[src/rtl/axi_xbar_decode_pkg.sv]
// ---------------------------------------------------------------------------
// axi_xbar_pkg
// Shared types and constants for the single-master, two-target AXI4 address
// decoder (axi_xbar_decode) and its address-decode sub-module.
//
// Contents:
//   rdState_e  : read FSM states  (R_IDLE, R_EXT, R_CLT, R_ERR)
//   wrState_e  : write FSM states (W_IDLE, W_EXT, W_ERRD, W_ERRB)
//   tgtSel_e   : decode result    (TGT_EXT, TGT_CLT, TGT_ERR)
//   RESP_*     : AXI response codes used by the locally terminated paths
//   XBAR_*     : default memory map (CLINT window, start of EXT space)
//   decodeAddr : address -> target helper shared by both decode instances
// ---------------------------------------------------------------------------
package axi_xbar_pkg;

   localparam logic [31:0] XBAR_CLINT_BASE = 32'h0200_0000;
   localparam logic [31:0] XBAR_CLINT_MASK = 32'hFFFF_0000;
   localparam logic [31:0] XBAR_EXT_BASE   = 32'h2000_0000;

   localparam logic [1:0] RESP_OKAY   = 2'b00;
   localparam logic [1:0] RESP_SLVERR = 2'b10;
   localparam logic [1:0] RESP_DECERR = 2'b11;

   typedef enum logic [1:0] {
      R_IDLE = 2'd0,
      R_EXT  = 2'd1,
      R_CLT  = 2'd2,
      R_ERR  = 2'd3
   } rdState_e;

   typedef enum logic [1:0] {
      W_IDLE = 2'd0,
      W_EXT  = 2'd1,
      W_ERRD = 2'd2,
      W_ERRB = 2'd3
   } wrState_e;

   typedef enum logic [1:0] {
      TGT_EXT = 2'd0,
      TGT_CLT = 2'd1,
      TGT_ERR = 2'd2
   } tgtSel_e;

   // CLINT takes priority over EXT so a CLINT window placed above the EXT
   // base would still route to the CLINT.
   function automatic tgtSel_e decodeAddr(input logic [31:0] addr,
                                          input logic [31:0] clintBase,
                                          input logic [31:0] clintMask,
                                          input logic [31:0] extBase);
      tgtSel_e tgt;
      if ((addr & clintMask) == clintBase) begin
         tgt = TGT_CLT;
      end else if (addr >= extBase) begin
         tgt = TGT_EXT;
      end else begin
         tgt = TGT_ERR;
      end
      return tgt;
   endfunction

endpackage

[src/rtl/axi_xbar_decode_if.sv]
// ---------------------------------------------------------------------------
// axi_xbar_decode_if
// AXI4 bundle (AR, R, AW, W, B) with 32-bit address/data.
//
// Parameters: ID_W - AXI ID width.
// Modports:
//   master : drives AR/AW/W payload+valid, R/B ready (bus initiator side)
//   slave  : drives AR/AW/W ready, R/B payload+valid (bus target side)
// ---------------------------------------------------------------------------
interface axi_xbar_decode_if #(
   parameter int ID_W = 4
);

   logic            arvalid;
   logic            arready;
   logic [31:0]     araddr;
   logic [ID_W-1:0] arid;
   logic [7:0]      arlen;
   logic [2:0]      arsize;
   logic [1:0]      arburst;

   logic            rvalid;
   logic            rready;
   logic [31:0]     rdata;
   logic [1:0]      rresp;
   logic [ID_W-1:0] rid;
   logic            rlast;

   logic            awvalid;
   logic            awready;
   logic [31:0]     awaddr;
   logic [ID_W-1:0] awid;
   logic [7:0]      awlen;
   logic [2:0]      awsize;
   logic [1:0]      awburst;

   logic            wvalid;
   logic            wready;
   logic [31:0]     wdata;
   logic [3:0]      wstrb;
   logic            wlast;

   logic            bvalid;
   logic            bready;
   logic [1:0]      bresp;
   logic [ID_W-1:0] bid;

   modport master (
      output arvalid, araddr, arid, arlen, arsize, arburst,
      input  arready,
      input  rvalid, rdata, rresp, rid, rlast,
      output rready,
      output awvalid, awaddr, awid, awlen, awsize, awburst,
      input  awready,
      output wvalid, wdata, wstrb, wlast,
      input  wready,
      input  bvalid, bresp, bid,
      output bready
   );

   modport slave (
      input  arvalid, araddr, arid, arlen, arsize, arburst,
      output arready,
      output rvalid, rdata, rresp, rid, rlast,
      input  rready,
      input  awvalid, awaddr, awid, awlen, awsize, awburst,
      output awready,
      input  wvalid, wdata, wstrb, wlast,
      output wready,
      output bvalid, bresp, bid,
      input  bready
   );

endinterface

[src/rtl/axi_xbar_decode_addr.sv]
// ---------------------------------------------------------------------------
// axi_addr_decode
// Purely combinational address-to-target decode. One instance serves the AR
// path and one the AW path of axi_xbar_decode.
//
// Ports:
//   addr_i : 32-bit transaction address
//   tgt_o  : TGT_CLT on a CLINT window hit, else TGT_EXT at/above EXT_BASE,
//            else TGT_ERR (unmapped)
// ---------------------------------------------------------------------------
module axi_addr_decode
   import axi_xbar_pkg::*;
#(
   parameter logic [31:0] CLINT_BASE = XBAR_CLINT_BASE,
   parameter logic [31:0] CLINT_MASK = XBAR_CLINT_MASK,
   parameter logic [31:0] EXT_BASE   = XBAR_EXT_BASE
) (
   input  logic [31:0] addr_i,
   output tgtSel_e     tgt_o
);

   assign tgt_o = decodeAddr(addr_i, CLINT_BASE, CLINT_MASK, EXT_BASE);

endmodule

[src/rtl/axi_xbar_decode.sv]
// ---------------------------------------------------------------------------
// axi_xbar_decode
// Single-master AXI4 decoder sitting below the IFU/LSU arbiter. Reads go to
// the external SoC bus (EXT) or the read-only CLINT; writes go to EXT only.
// Unmapped accesses and CLINT writes are answered locally with error
// responses. Read and write paths are independent, one transaction each.
//
// Ports:
//   i_clock    : clock
//   i_reset    : synchronous, active-high reset
//   s          : upstream AXI slave port (from the arbiter)
//   e          : EXT AXI master port (all five channels)
//   c          : CLINT AXI master port (only AR/R are used; AW/W/B tied off)
//   o_skip_ref : only when YSYX_XBAR_SKIP_EN is defined; one-cycle pulse on
//                the final R beat of a CLINT/error read and on the B
//                handshake of a locally terminated write
//
// Optional feature macro: YSYX_XBAR_SKIP_EN
// ---------------------------------------------------------------------------
module axi_xbar_decode
   import axi_xbar_pkg::*;
#(
   parameter logic [31:0] CLINT_BASE = XBAR_CLINT_BASE,
   parameter logic [31:0] CLINT_MASK = XBAR_CLINT_MASK,
   parameter logic [31:0] EXT_BASE   = XBAR_EXT_BASE,
   parameter int          ID_W       = 4
) (
   input  logic               i_clock,
   input  logic               i_reset,
   axi_xbar_decode_if.slave   s,
   axi_xbar_decode_if.master  e,
   axi_xbar_decode_if.master  c
`ifdef YSYX_XBAR_SKIP_EN
   ,
   output logic               o_skip_ref
`endif
);

   tgtSel_e         arTgt;
   tgtSel_e         awTgt;

   rdState_e        rdState_q, rdState_d;
   logic            arDone_q, arDone_d;
   logic [ID_W-1:0] arId_q, arId_d;
   logic [7:0]      arLen_q, arLen_d;
   logic [7:0]      beatCnt_q, beatCnt_d;

   wrState_e        wrState_q, wrState_d;
   logic            awDone_q, awDone_d;
   logic            wDone_q, wDone_d;
   logic [ID_W-1:0] awId_q, awId_d;
   logic [1:0]      wResp_q, wResp_d;

   logic            arHs;
   logic            rHs;
   logic            errLast;
   logic            awHs;
   logic            wLastHs;
   logic            bHs;
   logic            unusedClintWr;

   axi_addr_decode #(
      .CLINT_BASE (CLINT_BASE),
      .CLINT_MASK (CLINT_MASK),
      .EXT_BASE   (EXT_BASE)
   ) uArDecode (
      .addr_i (s.araddr),
      .tgt_o  (arTgt)
   );

   axi_addr_decode #(
      .CLINT_BASE (CLINT_BASE),
      .CLINT_MASK (CLINT_MASK),
      .EXT_BASE   (EXT_BASE)
   ) uAwDecode (
      .addr_i (s.awaddr),
      .tgt_o  (awTgt)
   );

   assign arHs    = s.arvalid && s.arready;
   assign rHs     = s.rvalid && s.rready;
   assign errLast = (beatCnt_q == arLen_q);
   assign awHs    = s.awvalid && s.awready;
   assign wLastHs = s.wvalid && s.wready && s.wlast;
   assign bHs     = s.bvalid && s.bready;

   // The CLINT is read-only: its write channels are permanently idle.
   assign c.awvalid = 1'b0;
   assign c.awaddr  = '0;
   assign c.awid    = '0;
   assign c.awlen   = '0;
   assign c.awsize  = '0;
   assign c.awburst = '0;
   assign c.wvalid  = 1'b0;
   assign c.wdata   = '0;
   assign c.wstrb   = '0;
   assign c.wlast   = 1'b0;
   assign c.bready  = 1'b0;
   assign unusedClintWr = ^{c.awready, c.wready, c.bvalid, c.bresp, c.bid};

   // Read FSM state register. A reset aborts any in-flight read outright.
   always_ff @(posedge i_clock) begin
      if (i_reset) begin
         rdState_q <= R_IDLE;
         arDone_q  <= 1'b0;
         arId_q    <= '0;
         arLen_q   <= '0;
         beatCnt_q <= '0;
      end else begin
         rdState_q <= rdState_d;
         arDone_q  <= arDone_d;
         arId_q    <= arId_d;
         arLen_q   <= arLen_d;
         beatCnt_q <= beatCnt_d;
      end
   end

   // Read next-state. IDLE only samples and decodes the address; routing
   // starts the following cycle. arDone marks that the AR handshake already
   // happened so a new upstream AR is not forwarded mid-burst.
   always_comb begin
      rdState_d = rdState_q;
      arDone_d  = arDone_q;
      arId_d    = arId_q;
      arLen_d   = arLen_q;
      beatCnt_d = beatCnt_q;
      case (rdState_q)
         R_IDLE: begin
            if (s.arvalid) begin
               arId_d    = s.arid;
               arLen_d   = s.arlen;
               arDone_d  = 1'b0;
               beatCnt_d = '0;
               case (arTgt)
                  TGT_EXT: rdState_d = R_EXT;
                  TGT_CLT: rdState_d = R_CLT;
                  default: rdState_d = R_ERR;
               endcase
            end
         end
         R_EXT, R_CLT: begin
            if (arHs) arDone_d = 1'b1;
            if (rHs && s.rlast) rdState_d = R_IDLE;
         end
         R_ERR: begin
            if (arHs) arDone_d = 1'b1;
            if (rHs) begin
               if (errLast) rdState_d = R_IDLE;
               else         beatCnt_d = beatCnt_q + 8'd1;
            end
         end
         default: rdState_d = R_IDLE;
      endcase
   end

   // Read channel routing. Only the selected port sees traffic; everything
   // else, and every output while reset is held, stays at zero. The error
   // path accepts AR for one cycle and then generates DECERR beats itself.
   always_comb begin
      s.arready = 1'b0;
      s.rvalid  = 1'b0;
      s.rdata   = '0;
      s.rresp   = '0;
      s.rid     = '0;
      s.rlast   = 1'b0;
      e.arvalid = 1'b0;
      e.araddr  = '0;
      e.arid    = '0;
      e.arlen   = '0;
      e.arsize  = '0;
      e.arburst = '0;
      e.rready  = 1'b0;
      c.arvalid = 1'b0;
      c.araddr  = '0;
      c.arid    = '0;
      c.arlen   = '0;
      c.arsize  = '0;
      c.arburst = '0;
      c.rready  = 1'b0;
      if (!i_reset) begin
         case (rdState_q)
            R_EXT: begin
               e.arvalid = s.arvalid && !arDone_q;
               e.araddr  = s.araddr;
               e.arid    = s.arid;
               e.arlen   = s.arlen;
               e.arsize  = s.arsize;
               e.arburst = s.arburst;
               s.arready = e.arready && !arDone_q;
               s.rvalid  = e.rvalid;
               s.rdata   = e.rdata;
               s.rresp   = e.rresp;
               s.rid     = e.rid;
               s.rlast   = e.rlast;
               e.rready  = s.rready;
            end
            R_CLT: begin
               c.arvalid = s.arvalid && !arDone_q;
               c.araddr  = s.araddr;
               c.arid    = s.arid;
               c.arlen   = s.arlen;
               c.arsize  = s.arsize;
               c.arburst = s.arburst;
               s.arready = c.arready && !arDone_q;
               s.rvalid  = c.rvalid;
               s.rdata   = c.rdata;
               s.rresp   = c.rresp;
               s.rid     = c.rid;
               s.rlast   = c.rlast;
               c.rready  = s.rready;
            end
            R_ERR: begin
               s.arready = !arDone_q;
               s.rvalid  = arDone_q;
               s.rresp   = arDone_q ? RESP_DECERR : RESP_OKAY;
               s.rid     = arDone_q ? arId_q : '0;
               s.rlast   = arDone_q && errLast;
            end
            default: ;
         endcase
      end
   end

   // Write FSM state register. A reset aborts any in-flight write outright.
   always_ff @(posedge i_clock) begin
      if (i_reset) begin
         wrState_q <= W_IDLE;
         awDone_q  <= 1'b0;
         wDone_q   <= 1'b0;
         awId_q    <= '0;
         wResp_q   <= '0;
      end else begin
         wrState_q <= wrState_d;
         awDone_q  <= awDone_d;
         wDone_q   <= wDone_d;
         awId_q    <= awId_d;
         wResp_q   <= wResp_d;
      end
   end

   // Write next-state. CLINT writes get SLVERR and unmapped writes DECERR;
   // both drain their W data before the locally generated B response.
   always_comb begin
      wrState_d = wrState_q;
      awDone_d  = awDone_q;
      wDone_d   = wDone_q;
      awId_d    = awId_q;
      wResp_d   = wResp_q;
      case (wrState_q)
         W_IDLE: begin
            if (s.awvalid) begin
               awId_d   = s.awid;
               awDone_d = 1'b0;
               wDone_d  = 1'b0;
               case (awTgt)
                  TGT_EXT: begin
                     wrState_d = W_EXT;
                     wResp_d   = RESP_OKAY;
                  end
                  TGT_CLT: begin
                     wrState_d = W_ERRD;
                     wResp_d   = RESP_SLVERR;
                  end
                  default: begin
                     wrState_d = W_ERRD;
                     wResp_d   = RESP_DECERR;
                  end
               endcase
            end
         end
         W_EXT: begin
            if (awHs)    awDone_d  = 1'b1;
            if (wLastHs) wDone_d   = 1'b1;
            if (bHs)     wrState_d = W_IDLE;
         end
         W_ERRD: begin
            if (awHs)    awDone_d  = 1'b1;
            if (wLastHs) wrState_d = W_ERRB;
         end
         W_ERRB: begin
            if (bHs) wrState_d = W_IDLE;
         end
         default: wrState_d = W_IDLE;
      endcase
   end

   // Write channel routing. EXT writes pass AW, W and B straight through;
   // wDone stops W forwarding after the last beat so data for a following
   // write cannot leak into the current one. Error writes accept AW, then
   // sink W, then return B from the latched response and ID.
   always_comb begin
      s.awready = 1'b0;
      s.wready  = 1'b0;
      s.bvalid  = 1'b0;
      s.bresp   = '0;
      s.bid     = '0;
      e.awvalid = 1'b0;
      e.awaddr  = '0;
      e.awid    = '0;
      e.awlen   = '0;
      e.awsize  = '0;
      e.awburst = '0;
      e.wvalid  = 1'b0;
      e.wdata   = '0;
      e.wstrb   = '0;
      e.wlast   = 1'b0;
      e.bready  = 1'b0;
      if (!i_reset) begin
         case (wrState_q)
            W_EXT: begin
               e.awvalid = s.awvalid && !awDone_q;
               e.awaddr  = s.awaddr;
               e.awid    = s.awid;
               e.awlen   = s.awlen;
               e.awsize  = s.awsize;
               e.awburst = s.awburst;
               s.awready = e.awready && !awDone_q;
               e.wvalid  = s.wvalid && !wDone_q;
               e.wdata   = s.wdata;
               e.wstrb   = s.wstrb;
               e.wlast   = s.wlast;
               s.wready  = e.wready && !wDone_q;
               s.bvalid  = e.bvalid;
               s.bresp   = e.bresp;
               s.bid     = e.bid;
               e.bready  = s.bready;
            end
            W_ERRD: begin
               s.awready = !awDone_q;
               s.wready  = awDone_q;
            end
            W_ERRB: begin
               s.bvalid = 1'b1;
               s.bresp  = wResp_q;
               s.bid    = awId_q;
            end
            default: ;
         endcase
      end
   end

`ifdef YSYX_XBAR_SKIP_EN
   // Flags accesses the reference model cannot reproduce: CLINT reads and
   // anything the decoder answered on its own.
   assign o_skip_ref = !i_reset &&
                       ((((rdState_q == R_CLT) || (rdState_q == R_ERR)) && rHs && s.rlast) ||
                        ((wrState_q == W_ERRB) && s.bready));
`endif

endmodule

[src/flat_wrapper.sv]
// flat-port wrapper written by rule: the top's interface ports become plain ports
module axi_xbar_decode_flat import axi_xbar_pkg::*;
#(
   parameter logic [31:0] CLINT_BASE = XBAR_CLINT_BASE,
   parameter logic [31:0] CLINT_MASK = XBAR_CLINT_MASK,
   parameter logic [31:0] EXT_BASE   = XBAR_EXT_BASE,
   parameter int          ID_W       = 4
)
  (i_clock, i_reset, s_arvalid, s_araddr, s_arid, s_arlen, s_arsize, s_arburst, s_arready, s_rvalid, s_rdata, s_rresp, s_rid, s_rlast, s_rready, s_awvalid, s_awaddr, s_awid, s_awlen, s_awsize, s_awburst, s_awready, s_wvalid, s_wdata, s_wstrb, s_wlast, s_wready, s_bvalid, s_bresp, s_bid, s_bready, e_arvalid, e_araddr, e_arid, e_arlen, e_arsize, e_arburst, e_arready, e_rvalid, e_rdata, e_rresp, e_rid, e_rlast, e_rready, e_awvalid, e_awaddr, e_awid, e_awlen, e_awsize, e_awburst, e_awready, e_wvalid, e_wdata, e_wstrb, e_wlast, e_wready, e_bvalid, e_bresp, e_bid, e_bready, c_arvalid, c_araddr, c_arid, c_arlen, c_arsize, c_arburst, c_arready, c_rvalid, c_rdata, c_rresp, c_rid, c_rlast, c_rready, c_awvalid, c_awaddr, c_awid, c_awlen, c_awsize, c_awburst, c_awready, c_wvalid, c_wdata, c_wstrb, c_wlast, c_wready, c_bvalid, c_bresp, c_bid, c_bready);
  axi_xbar_decode_if #(.ID_W(ID_W)) s_i ();
  axi_xbar_decode_if #(.ID_W(ID_W)) e_i ();
  axi_xbar_decode_if #(.ID_W(ID_W)) c_i ();
  input  logic i_clock;
  input  logic i_reset;
  input wire logic [$bits(s_i.arvalid)-1:0] s_arvalid;
  input wire logic [$bits(s_i.araddr)-1:0] s_araddr;
  input wire logic [$bits(s_i.arid)-1:0] s_arid;
  input wire logic [$bits(s_i.arlen)-1:0] s_arlen;
  input wire logic [$bits(s_i.arsize)-1:0] s_arsize;
  input wire logic [$bits(s_i.arburst)-1:0] s_arburst;
  output wire logic [$bits(s_i.arready)-1:0] s_arready;
  output wire logic [$bits(s_i.rvalid)-1:0] s_rvalid;
  output wire logic [$bits(s_i.rdata)-1:0] s_rdata;
  output wire logic [$bits(s_i.rresp)-1:0] s_rresp;
  output wire logic [$bits(s_i.rid)-1:0] s_rid;
  output wire logic [$bits(s_i.rlast)-1:0] s_rlast;
  input wire logic [$bits(s_i.rready)-1:0] s_rready;
  input wire logic [$bits(s_i.awvalid)-1:0] s_awvalid;
  input wire logic [$bits(s_i.awaddr)-1:0] s_awaddr;
  input wire logic [$bits(s_i.awid)-1:0] s_awid;
  input wire logic [$bits(s_i.awlen)-1:0] s_awlen;
  input wire logic [$bits(s_i.awsize)-1:0] s_awsize;
  input wire logic [$bits(s_i.awburst)-1:0] s_awburst;
  output wire logic [$bits(s_i.awready)-1:0] s_awready;
  input wire logic [$bits(s_i.wvalid)-1:0] s_wvalid;
  input wire logic [$bits(s_i.wdata)-1:0] s_wdata;
  input wire logic [$bits(s_i.wstrb)-1:0] s_wstrb;
  input wire logic [$bits(s_i.wlast)-1:0] s_wlast;
  output wire logic [$bits(s_i.wready)-1:0] s_wready;
  output wire logic [$bits(s_i.bvalid)-1:0] s_bvalid;
  output wire logic [$bits(s_i.bresp)-1:0] s_bresp;
  output wire logic [$bits(s_i.bid)-1:0] s_bid;
  input wire logic [$bits(s_i.bready)-1:0] s_bready;
  output wire logic [$bits(e_i.arvalid)-1:0] e_arvalid;
  output wire logic [$bits(e_i.araddr)-1:0] e_araddr;
  output wire logic [$bits(e_i.arid)-1:0] e_arid;
  output wire logic [$bits(e_i.arlen)-1:0] e_arlen;
  output wire logic [$bits(e_i.arsize)-1:0] e_arsize;
  output wire logic [$bits(e_i.arburst)-1:0] e_arburst;
  input wire logic [$bits(e_i.arready)-1:0] e_arready;
  input wire logic [$bits(e_i.rvalid)-1:0] e_rvalid;
  input wire logic [$bits(e_i.rdata)-1:0] e_rdata;
  input wire logic [$bits(e_i.rresp)-1:0] e_rresp;
  input wire logic [$bits(e_i.rid)-1:0] e_rid;
  input wire logic [$bits(e_i.rlast)-1:0] e_rlast;
  output wire logic [$bits(e_i.rready)-1:0] e_rready;
  output wire logic [$bits(e_i.awvalid)-1:0] e_awvalid;
  output wire logic [$bits(e_i.awaddr)-1:0] e_awaddr;
  output wire logic [$bits(e_i.awid)-1:0] e_awid;
  output wire logic [$bits(e_i.awlen)-1:0] e_awlen;
  output wire logic [$bits(e_i.awsize)-1:0] e_awsize;
  output wire logic [$bits(e_i.awburst)-1:0] e_awburst;
  input wire logic [$bits(e_i.awready)-1:0] e_awready;
  output wire logic [$bits(e_i.wvalid)-1:0] e_wvalid;
  output wire logic [$bits(e_i.wdata)-1:0] e_wdata;
  output wire logic [$bits(e_i.wstrb)-1:0] e_wstrb;
  output wire logic [$bits(e_i.wlast)-1:0] e_wlast;
  input wire logic [$bits(e_i.wready)-1:0] e_wready;
  input wire logic [$bits(e_i.bvalid)-1:0] e_bvalid;
  input wire logic [$bits(e_i.bresp)-1:0] e_bresp;
  input wire logic [$bits(e_i.bid)-1:0] e_bid;
  output wire logic [$bits(e_i.bready)-1:0] e_bready;
  output wire logic [$bits(c_i.arvalid)-1:0] c_arvalid;
  output wire logic [$bits(c_i.araddr)-1:0] c_araddr;
  output wire logic [$bits(c_i.arid)-1:0] c_arid;
  output wire logic [$bits(c_i.arlen)-1:0] c_arlen;
  output wire logic [$bits(c_i.arsize)-1:0] c_arsize;
  output wire logic [$bits(c_i.arburst)-1:0] c_arburst;
  input wire logic [$bits(c_i.arready)-1:0] c_arready;
  input wire logic [$bits(c_i.rvalid)-1:0] c_rvalid;
  input wire logic [$bits(c_i.rdata)-1:0] c_rdata;
  input wire logic [$bits(c_i.rresp)-1:0] c_rresp;
  input wire logic [$bits(c_i.rid)-1:0] c_rid;
  input wire logic [$bits(c_i.rlast)-1:0] c_rlast;
  output wire logic [$bits(c_i.rready)-1:0] c_rready;
  output wire logic [$bits(c_i.awvalid)-1:0] c_awvalid;
  output wire logic [$bits(c_i.awaddr)-1:0] c_awaddr;
  output wire logic [$bits(c_i.awid)-1:0] c_awid;
  output wire logic [$bits(c_i.awlen)-1:0] c_awlen;
  output wire logic [$bits(c_i.awsize)-1:0] c_awsize;
  output wire logic [$bits(c_i.awburst)-1:0] c_awburst;
  input wire logic [$bits(c_i.awready)-1:0] c_awready;
  output wire logic [$bits(c_i.wvalid)-1:0] c_wvalid;
  output wire logic [$bits(c_i.wdata)-1:0] c_wdata;
  output wire logic [$bits(c_i.wstrb)-1:0] c_wstrb;
  output wire logic [$bits(c_i.wlast)-1:0] c_wlast;
  input wire logic [$bits(c_i.wready)-1:0] c_wready;
  input wire logic [$bits(c_i.bvalid)-1:0] c_bvalid;
  input wire logic [$bits(c_i.bresp)-1:0] c_bresp;
  input wire logic [$bits(c_i.bid)-1:0] c_bid;
  output wire logic [$bits(c_i.bready)-1:0] c_bready;
  assign s_i.arvalid = s_arvalid;
  assign s_i.araddr = s_araddr;
  assign s_i.arid = s_arid;
  assign s_i.arlen = s_arlen;
  assign s_i.arsize = s_arsize;
  assign s_i.arburst = s_arburst;
  assign s_arready = s_i.arready;
  assign s_rvalid = s_i.rvalid;
  assign s_rdata = s_i.rdata;
  assign s_rresp = s_i.rresp;
  assign s_rid = s_i.rid;
  assign s_rlast = s_i.rlast;
  assign s_i.rready = s_rready;
  assign s_i.awvalid = s_awvalid;
  assign s_i.awaddr = s_awaddr;
  assign s_i.awid = s_awid;
  assign s_i.awlen = s_awlen;
  assign s_i.awsize = s_awsize;
  assign s_i.awburst = s_awburst;
  assign s_awready = s_i.awready;
  assign s_i.wvalid = s_wvalid;
  assign s_i.wdata = s_wdata;
  assign s_i.wstrb = s_wstrb;
  assign s_i.wlast = s_wlast;
  assign s_wready = s_i.wready;
  assign s_bvalid = s_i.bvalid;
  assign s_bresp = s_i.bresp;
  assign s_bid = s_i.bid;
  assign s_i.bready = s_bready;
  assign e_arvalid = e_i.arvalid;
  assign e_araddr = e_i.araddr;
  assign e_arid = e_i.arid;
  assign e_arlen = e_i.arlen;
  assign e_arsize = e_i.arsize;
  assign e_arburst = e_i.arburst;
  assign e_i.arready = e_arready;
  assign e_i.rvalid = e_rvalid;
  assign e_i.rdata = e_rdata;
  assign e_i.rresp = e_rresp;
  assign e_i.rid = e_rid;
  assign e_i.rlast = e_rlast;
  assign e_rready = e_i.rready;
  assign e_awvalid = e_i.awvalid;
  assign e_awaddr = e_i.awaddr;
  assign e_awid = e_i.awid;
  assign e_awlen = e_i.awlen;
  assign e_awsize = e_i.awsize;
  assign e_awburst = e_i.awburst;
  assign e_i.awready = e_awready;
  assign e_wvalid = e_i.wvalid;
  assign e_wdata = e_i.wdata;
  assign e_wstrb = e_i.wstrb;
  assign e_wlast = e_i.wlast;
  assign e_i.wready = e_wready;
  assign e_i.bvalid = e_bvalid;
  assign e_i.bresp = e_bresp;
  assign e_i.bid = e_bid;
  assign e_bready = e_i.bready;
  assign c_arvalid = c_i.arvalid;
  assign c_araddr = c_i.araddr;
  assign c_arid = c_i.arid;
  assign c_arlen = c_i.arlen;
  assign c_arsize = c_i.arsize;
  assign c_arburst = c_i.arburst;
  assign c_i.arready = c_arready;
  assign c_i.rvalid = c_rvalid;
  assign c_i.rdata = c_rdata;
  assign c_i.rresp = c_rresp;
  assign c_i.rid = c_rid;
  assign c_i.rlast = c_rlast;
  assign c_rready = c_i.rready;
  assign c_awvalid = c_i.awvalid;
  assign c_awaddr = c_i.awaddr;
  assign c_awid = c_i.awid;
  assign c_awlen = c_i.awlen;
  assign c_awsize = c_i.awsize;
  assign c_awburst = c_i.awburst;
  assign c_i.awready = c_awready;
  assign c_wvalid = c_i.wvalid;
  assign c_wdata = c_i.wdata;
  assign c_wstrb = c_i.wstrb;
  assign c_wlast = c_i.wlast;
  assign c_i.wready = c_wready;
  assign c_i.bvalid = c_bvalid;
  assign c_i.bresp = c_bresp;
  assign c_i.bid = c_bid;
  assign c_bready = c_i.bready;
  axi_xbar_decode #(.CLINT_BASE(CLINT_BASE), .CLINT_MASK(CLINT_MASK), .EXT_BASE(EXT_BASE), .ID_W(ID_W)) u_core (.i_clock(i_clock), .i_reset(i_reset), .s(s_i), .e(e_i), .c(c_i));
endmodule
[config.mk]
export PLATFORM = sky130hd
export DESIGN_NAME = axi_xbar_decode_flat
export DESIGN_NICKNAME = d
export VERILOG_FILES = /design/src/rtl/axi_xbar_decode_pkg.sv /design/src/rtl/axi_xbar_decode_if.sv /design/src/rtl/axi_xbar_decode_addr.sv /design/src/rtl/axi_xbar_decode.sv /design/src/flat_wrapper.sv
export SDC_FILE = /design/constraint.sdc
export NUM_CORES = 1
export LEC_CHECK = 0
export ABC_AREA = 1
export CELL_PAD_IN_SITES_DETAIL_PLACEMENT = 0
export CELL_PAD_IN_SITES_GLOBAL_PLACEMENT = 2
export CORE_AREA = 2 2 223 225
export CTS_CLUSTER_DIAMETER = 40
export DETAILED_ROUTE_END_ITERATION = 8
export DIE_AREA = 0 0 225 227
export GPL_TIMING_DRIVEN = 0
export PLACE_DENSITY = 0.75
export SLEW_MARGIN = 20
export SYNTH_ARGS = -nofsm -noshare
export SYNTH_HDL_FRONTEND = slang
export SYNTH_SLANG_ARGS = --single-unit
[constraint.sdc]
create_clock -name i_clock -period 1.8 [get_ports i_clock]
set_input_delay 0.27 -clock i_clock [delete_from_list [all_inputs] [get_ports i_clock]]
set_output_delay 0.27 -clock i_clock [all_outputs]
set_load 0.01 [all_outputs]
==> impl_results.md, run 1 <==
* Status: finished with violations
* Clk sinks at 33
* Worst path most repeated cell: clkbuf_16
* WHS at 0.473 ns
* Final number of hold-violating endpoints at 0
* IO Count at ~570
* Max clock buf depth at 2
* Synth unique cells at 36
* Pre-CTS WS at -1.29 ns
* Yosys reg bits at 33
* DP HPWL at 28,300 um
* Vias in the first global route at ~7,500
* Final Max Tran Viols at 0
* Buffers on Ports at about 470
* First-pass DRT Iterations at 4
* WL/cell at 16.7 um
* Area growth, synth to finish at 194%
* Largest net degree at the start of global routing at 12
* Critical path class: reg -> out
* Most frequent cells in the layout: clkdlybuf4s50_1, buf_2, buf_4
* Failing checks: setup timing
* Final Cycle Share at 1.11
* Pwr Total at 10.2 mW
* DRT iter0 DRCs at 166
* Initial Util at 0.0936
* Sequential fraction of design power at 0.098
* Yosys top cell by area: nand2_1
* Register area share after synthesis at 0.145
* Sw Share at 0.453
* Share of power burned in the clock network at 0.089
* ANT nets after route at 0
* Share of the core filled with cells at 0.275
* TritonCTS Buffers at 5
* Placed cells at 2,054
* Worst path max stage delay at around 0.37 ns
* Grt ovf at 0
* Routability Congestion at 0.794
* Die ar. at between 50,000 and 60,000 um^2
* FP Rows at 81
* Critical Path RT at 1.53 ns
* WL final at 36,100 um
* WHS Path Cells at 2
* Syn Area/Cell at 5.21 um^2
* Fin nets at 1,789
* Initial antenna violation count at 1
* Clk Latency, worst-skew pair at about 0.29 ns
* Root Driver: clkbuf_16
* CTS tree: yes
* CP Max Fanout at 8
* Die width at 225 um
* Crit end category: primary output
* NetSw at 4.60 mW
* # hold bufs at CTS at 0
* Most common cell after layout, fill and taps aside: clkdlybuf4s50_1
* Leakage at 6.29 nW
* Die H at 227 um
* Syn Std Cell Area at 4540 um^2
* VDD IR-drop max at 334 uV
* Hold crit path type: reg -> reg
* RSZ-0062 raised after global routing: yes
* Critical Path Source Type: flop
* Fin area at 13,300 um^2
* Tmin final at 2.00 ns
* Clock slew at reported path FFs at 0.07 ns
* Max-cap viol count at 0
* R2r worst-path depth at 14
* Total track usage at 0.126
* Top post-synthesis cells by area: nand2_1, nor2_1, buf_4
* TNS Setup at -20.35 ns
* Via count at 7,786
* Placed cell area at 10,400 um^2
* Core footprint at 48,500 um^2
* Slew headroom at 0.510
* Worst-Margin Slew at 0.735 ns
* Slowest CP cell: dfxtp_4
* P_int at 5.56 mW
* Comb pwr share at 0.813
* Pwr dens at 761 nW/um^2
* Share of post-route cells with drive strength above 1 at 0.519
* Routed vias/inst at 3.60
* Ys Warns at 0
* WP data arrival at between 1.5 and 2 ns
* Clk_skew at 0.00934 ns
* Top-area cell type share of the netlist area at 0.188
* Critical path, cell by cell: inv_4, ha_4, clkbuf_16, clkbuf_16, nand2_4, a21oi_2, buf_2
* Final std cells w/o fill at 2,163
* Post-Syn Instances at 872
* H-Tree Depth at 2
* Max Freq at around 500 MHz
* DR DRC count at 0
* Final WS setup at -0.204 ns
* First-pass GRT wire length at 47,800 um
* # setup viols final at 228
layer usage:
metal / routed length, um / vias to the layer above / share of wire / track usage
met5: 0 / - / 0 / 0
met1: 12100 / 3562 / 0.34 / 0.122
met2: 20500 / 351 / 0.57 / 0.261
met3: 2890 / 28 / 0.080 / 0.0310
met4: 602 / 0 / 0.017 / 0.0308
li1: - / 3845 / - / -
final timing paths:
kind / start / end / slack [ns]
setup / recovery: u_core.rdState_q[0] / s_rdata[25] / -0.20
hold / removal: u_core.arLen_q[4] / u_core.arLen_q[4] / 0.47
setup reg to reg: u_core.rdState_q[0] / u_core.rdState_q[1] / -0.01
hold reg to reg: u_core.arLen_q[4] / u_core.arLen_q[4] / 0.47
cell type report:
cell class,instances,area [um^2]
Buffer,133,1350
Tap cell,622,778
Inverter,87,348
Clock inverter,3,17.5
Antenna cell,2,5.00
Multi-Input combinational cell,704,4690
Sequential cell,33,676
Clock buffer,5,125
Timing Repair Buffer,574,5360
Fill cell,5388,35200
power by group through the flow:
stage                     Sequential [mW]  Combinational (mW)  Clock [mW]
after global routing                 1.02                8.84       0.983
after detailed placement            0.969                4.91           0
after floorplan                     0.943                2.36           0
after global placement              0.966                4.93           0
final                               0.998                8.27       0.902
after CTS                            1.00                6.60       0.960
repair_timing:
item / in CTS / in global routing
endpoints found under the hold margin: 0 / 0
setup buffers: 40 / 43
pin swaps: 30 / 74
gates cloned: 13 / 11
gates resized for setup: 1191 / 531
setup endpoints to repair: 262 / 261
synth_stat cells, drive strengths merged:
master,n
nor2,223
ha,9
a21oi,68
nor3b,2
xnor2,6
a22o,1
nand3b,1
clkinv,2
o21ai,28
nand2,231
dfxtp,33
a211oi,1
a221o,2
nor4,6
a2bb2oi,1
buf,103
clkbuf,35
nand4,11
a32o,1
a31oi,4
xor2,3
and2,1
conb,1
o21a,1
nand3,11
nor3,2
inv,85
registers in the layout, summed over array words and instances (netlist names):
register,count
u_core.rdState_q,2
u_core.wResp_q,2
u_core.awDone_q,1
u_core.arId_q,4
u_core.arLen_q,8
u_core.arDone_q,1
u_core.wDone_q,1
u_core.wrState_q,2
u_core.beatCnt_q,8
u_core.awId_q,4
worst max-delay path: cells and delay by family, from the launching register on:
family,cells,cell delay [ns]
DFF,1,0.37
AOI/OAI and AO/OA,1,0.14
adders and majority gates,1,0.26
buffers and inverters,4,0.63
and+or+nand+nor,1,0.04
cells by family (layout without fill, tap and decap cells):
family | count (synthesis) | count (layout) | synth area share
AOI/OAI and AO/OA | 107 | 107 | 0.127
DFF | 33 | 33 | 0.145
and+or+nand+nor | 488 | 490 | 0.425
adders and majority gates | 9 | 9 | 0.0248
xor gates and xnor gates | 9 | 9 | 0.0174
buffers and inverters | 225 | 802 | 0.260
other | 1 | 91 | 0.000825
Power figures use the tool's default switching activity.
==> run 2, diff against run 1 <==
Settings changed: ABC_AREA 1 to not set, CORE_AREA 2 2 223 225 to 2 2 221 223, DIE_AREA 0 0 225 227 to 0 0 223 225, GPL_TIMING_DRIVEN 0 to not set, PLACE_DENSITY 0.75 to 0.7.
==> impl_results.md, run 2 <==
* Status: finished with violations
* Failing checks: setup timing
* H-Tree Depth at 2 (unchanged)
* Critical path's top delay family: buffers and inverters
* Pwr dens at 676 nW/um^2 (-11%)
* R2r worst-path depth at 7 (-7)
* Commonest cells post-synth: and2_1, buf_4, nor2_1, nand2_1, a22oi_1
* DRT iter0 DRCs at 185 (+11%)
* Worst path max stage delay at 0.36 ns (about the same)
* Critical path class: reg -> out
* Die ar. at 50,200 um^2 (-1.8%)
* Max clock buf depth at 2 (unchanged)
* IO Count at 572 (unchanged)
* Ys Warns at 0 (unchanged)
* Pwr Total at 7.94 mW (-22%)
* Synth unique cells at 46 (+28%)
* Final number of hold-violating endpoints at 0 (unchanged)
* Tmin final at 2.19 ns (+0.185 ns)
* CP Max Fanout at 9 (+1)
* Initial antenna violation count at 10 (+9)
* Core footprint at 47,500 um^2 (-2.1%)
* WL/cell at 18.5 um (+11%)
* Syn Area/Cell at 6.83 um^2 (+31%)
* TritonCTS Buffers at 5 (unchanged)
* ANT nets after route at 0 (unchanged)
* Yosys reg bits at 33 (unchanged)
* Critical Path Source Type: flop
* Cell depth of the worst setup path at 9 (+2)
* WHS Path Cells at 2 (unchanged)
* EDFF count, synth at 0 (unchanged)
* # hold bufs at CTS at 0 (unchanged)
* Clk Latency, worst-skew pair at 0.30 ns (about the same)
* Critical Path RT at 1.53 ns (about the same)
* FP Rows at 80 (-1.2%)
* Max-cap viol count at 0 (unchanged)
* Clock slew at reported path FFs at 0.07 ns (about the same)
* Final std cells w/o fill at 1,888 (-13%)
* Predominant post-synthesis flop cell: dfxtp_1
* Final WS setup at -0.389 ns (-0.185 ns)
* RSZ-0062 raised after global routing: yes
* Buffers on Ports at 473 (+0.21%)
* Pre-CTS WS at -0.792 ns (+0.497 ns)
* Die width at 223 um (-0.89%)
* Area growth, synth to finish at 169%
* DR DRC count at 0 (unchanged)
* Crit end category: primary output
* Vias in the first global route at 6,577 (-13%)
* CTS tree: yes
* Die H at 225 um (-0.88%)
* # fillers at 5,280 (-2.0%)
* WL final at 34,900 um (-3.2%)
* Routed vias/inst at 3.58 (-0.47%)
* Yosys top cell by area: and2_1
* Leakage at 5.39 nW (-14%)
* Most frequent cells in the layout: clkdlybuf4s50_1, buf_4, buf_6
* First-pass GRT wire length at 45,600 um (-4.7%)
* Start point of the critical path: u_core.rdState_q[1]
* R2R Path End: u_core.beatCnt_q[4]
* First-pass DRT Iterations at 4 (unchanged)
* VDD IR-drop max at 305 uV (-8.7%)
* Critical path, cell by cell: buf_6, ha_4, buf_6, nor2b_4, buf_12, clkbuf_16, buf_12, and2_1, buf_2
* DP HPWL at 26,800 um (-5.0%)
* WP data arrival at 1.92 ns (+0.19 ns)
* Top-area cell type share of the netlist area at 0.269 (+0.0810)
* Worst path bufs/invs at 6 (+2)
* Share of post-route cells with drive strength above 1 at 0.478 (-0.0403)
* Top post-synthesis cells by area: and2_1, buf_4, dfxtp_1
* Hold crit path type: reg -> reg
* Routability Congestion at 0.819 (+3.2%)
* Grt ovf at 0 (unchanged)
* Crit Reg-Reg Startpoint: u_core.rdState_q[1]
* Fin nets at 1,515 (-15%)
* Largest net degree at the start of global routing at 33 (+21)
* Clk_skew at 0.0103 ns (+0.000934 ns)
* Total track usage at 0.126 (about the same)
* Post-Syn Instances at 639 (-27%)
* Count leader, synth: and2_1
* Max Freq at 457 MHz (-8.4%)
* Slowest CP cell: dfxtp_4
* Ys async rst share at 0 (unchanged)
* Placed cells at 1,783 (-13%)
* Initial Util at 0.0918 (-0.00174)
* Most common cell after layout, fill and taps aside: clkdlybuf4s50_1
* Syn Std Cell Area at 4370 um^2 (-3.9%)
* Critical Path Sink: c_araddr[11]
* Reg2Reg Setup Slack at -0.38 ns (-0.37 ns)
* Clk sinks at 33 (unchanged)
* Largest registers: u_core.arLen_q x8, u_core.beatCnt_q x8
* # setup viols final at 242 (+6.1%)
* Root Driver: clkbuf_16
* Register area share after synthesis at 0.151 (+0.00587)
* Final Cycle Share at 1.22 (+0.103)
* Via count at 6,764 (-13%)
* Final Max Tran Viols at 0 (unchanged)
-- run 2: cell types whose count changed after synthesis, sizes merged, moves of 6 or more --
cell   delta
a21oi    -35
a22oi    +40
nor2    -166
inv      -78
nand4     -8
buf       -6
and2    +188
mux2i     +6
o21ai    -26
xnor2     -6
nand2   -186
-- run 2: final cells by class --
cell class | instances | area, um^2 | share of cell area
antenna | 8 | 20.0 | 0.00171
tap | 615 | 769 | 0.0656
clock buffer | 7 | 143 | 0.0122
timing repair buffer | 664 | 6280 | 0.535
inverter | 7 | 28.8 | 0.00245
multi-input combinational | 553 | 3790 | 0.323
sequential | 33 | 671 | 0.0572
clock inverter | 1 | 30.0 | 0.00256
-- run 2: report_power, final --
group          total [mW]  leakage, nW  internal, mW  switching, mW
sequential          0.904        0.271         0.828         0.0758
clock                1.08       0.0842         0.693          0.385
combinational        5.95         5.03          3.33           2.62
total                7.94         5.39          4.86           3.08
-- run 2: what timing repair did --
| action | 4_1_cts | 5_1_grt |
|---|---|---|
| setup endpoints to repair | 253 | 253 |
| pin swaps | 26 | 74 |
| gates cloned | 7 | 13 |
| setup buffers | 14 | 68 |
| resized for setup | 521 | 704 |
-- run 2: tightest hold or removal path, cell delays in order (launching register included) --
cell	delay [ns]
dfxtp_1	0.31
nand2_1	0.05
a21oi_1	0.05
-- run 2: cell families after synthesis --
kind of cell               share of synthesized area
buffers and inverters                          0.200
DFF                                            0.151
muxes                                         0.0163
and+or+nand+nor                                0.432
adders and majority gates                     0.0258
other                                       0.000859
AOI/OAI and AO/OA                              0.158
xor gates and xnor gates                      0.0160
-- run 2: how the worst min path moves through the flow --
stage,startpoint,slack [ns],endpoint
after floorplan,s_arid[0],0.41,u_core.arId_q[0]
after global placement,u_core.wResp_q[0],0.44,u_core.wResp_q[0]
after detailed placement,u_core.awId_q[1],0.45,u_core.awId_q[1]
after CTS,u_core.awId_q[1],0.46,u_core.awId_q[1]
after global routing,u_core.arLen_q[2],0.49,u_core.arLen_q[2]
final,u_core.awId_q[2],0.46,u_core.awId_q[2]
-- run 2: stage by stage --
step	hold slack (ns)	cell area (um^2)	util	setup TNS (ns)
floorplan	0.406	4710	-	-2.59
global placement	0.441	10300	0.216	-71.78
detailed placement	0.447	10300	0.216	-74.31
CTS	0.457	10600	0.222	-71.46
global route	0.492	11700	0.246	-68.21
finish	0.464	11700	0.247	-51.97
-- run 2: routing by layer --
layer  up-vias  part of all wire  track usage
li1       3212                 -            -
met1      3148              0.38        0.145
met2       386              0.50        0.229
met3        16              0.10       0.0387
met4         2             0.011       0.0245
met5         -           0.00032            0
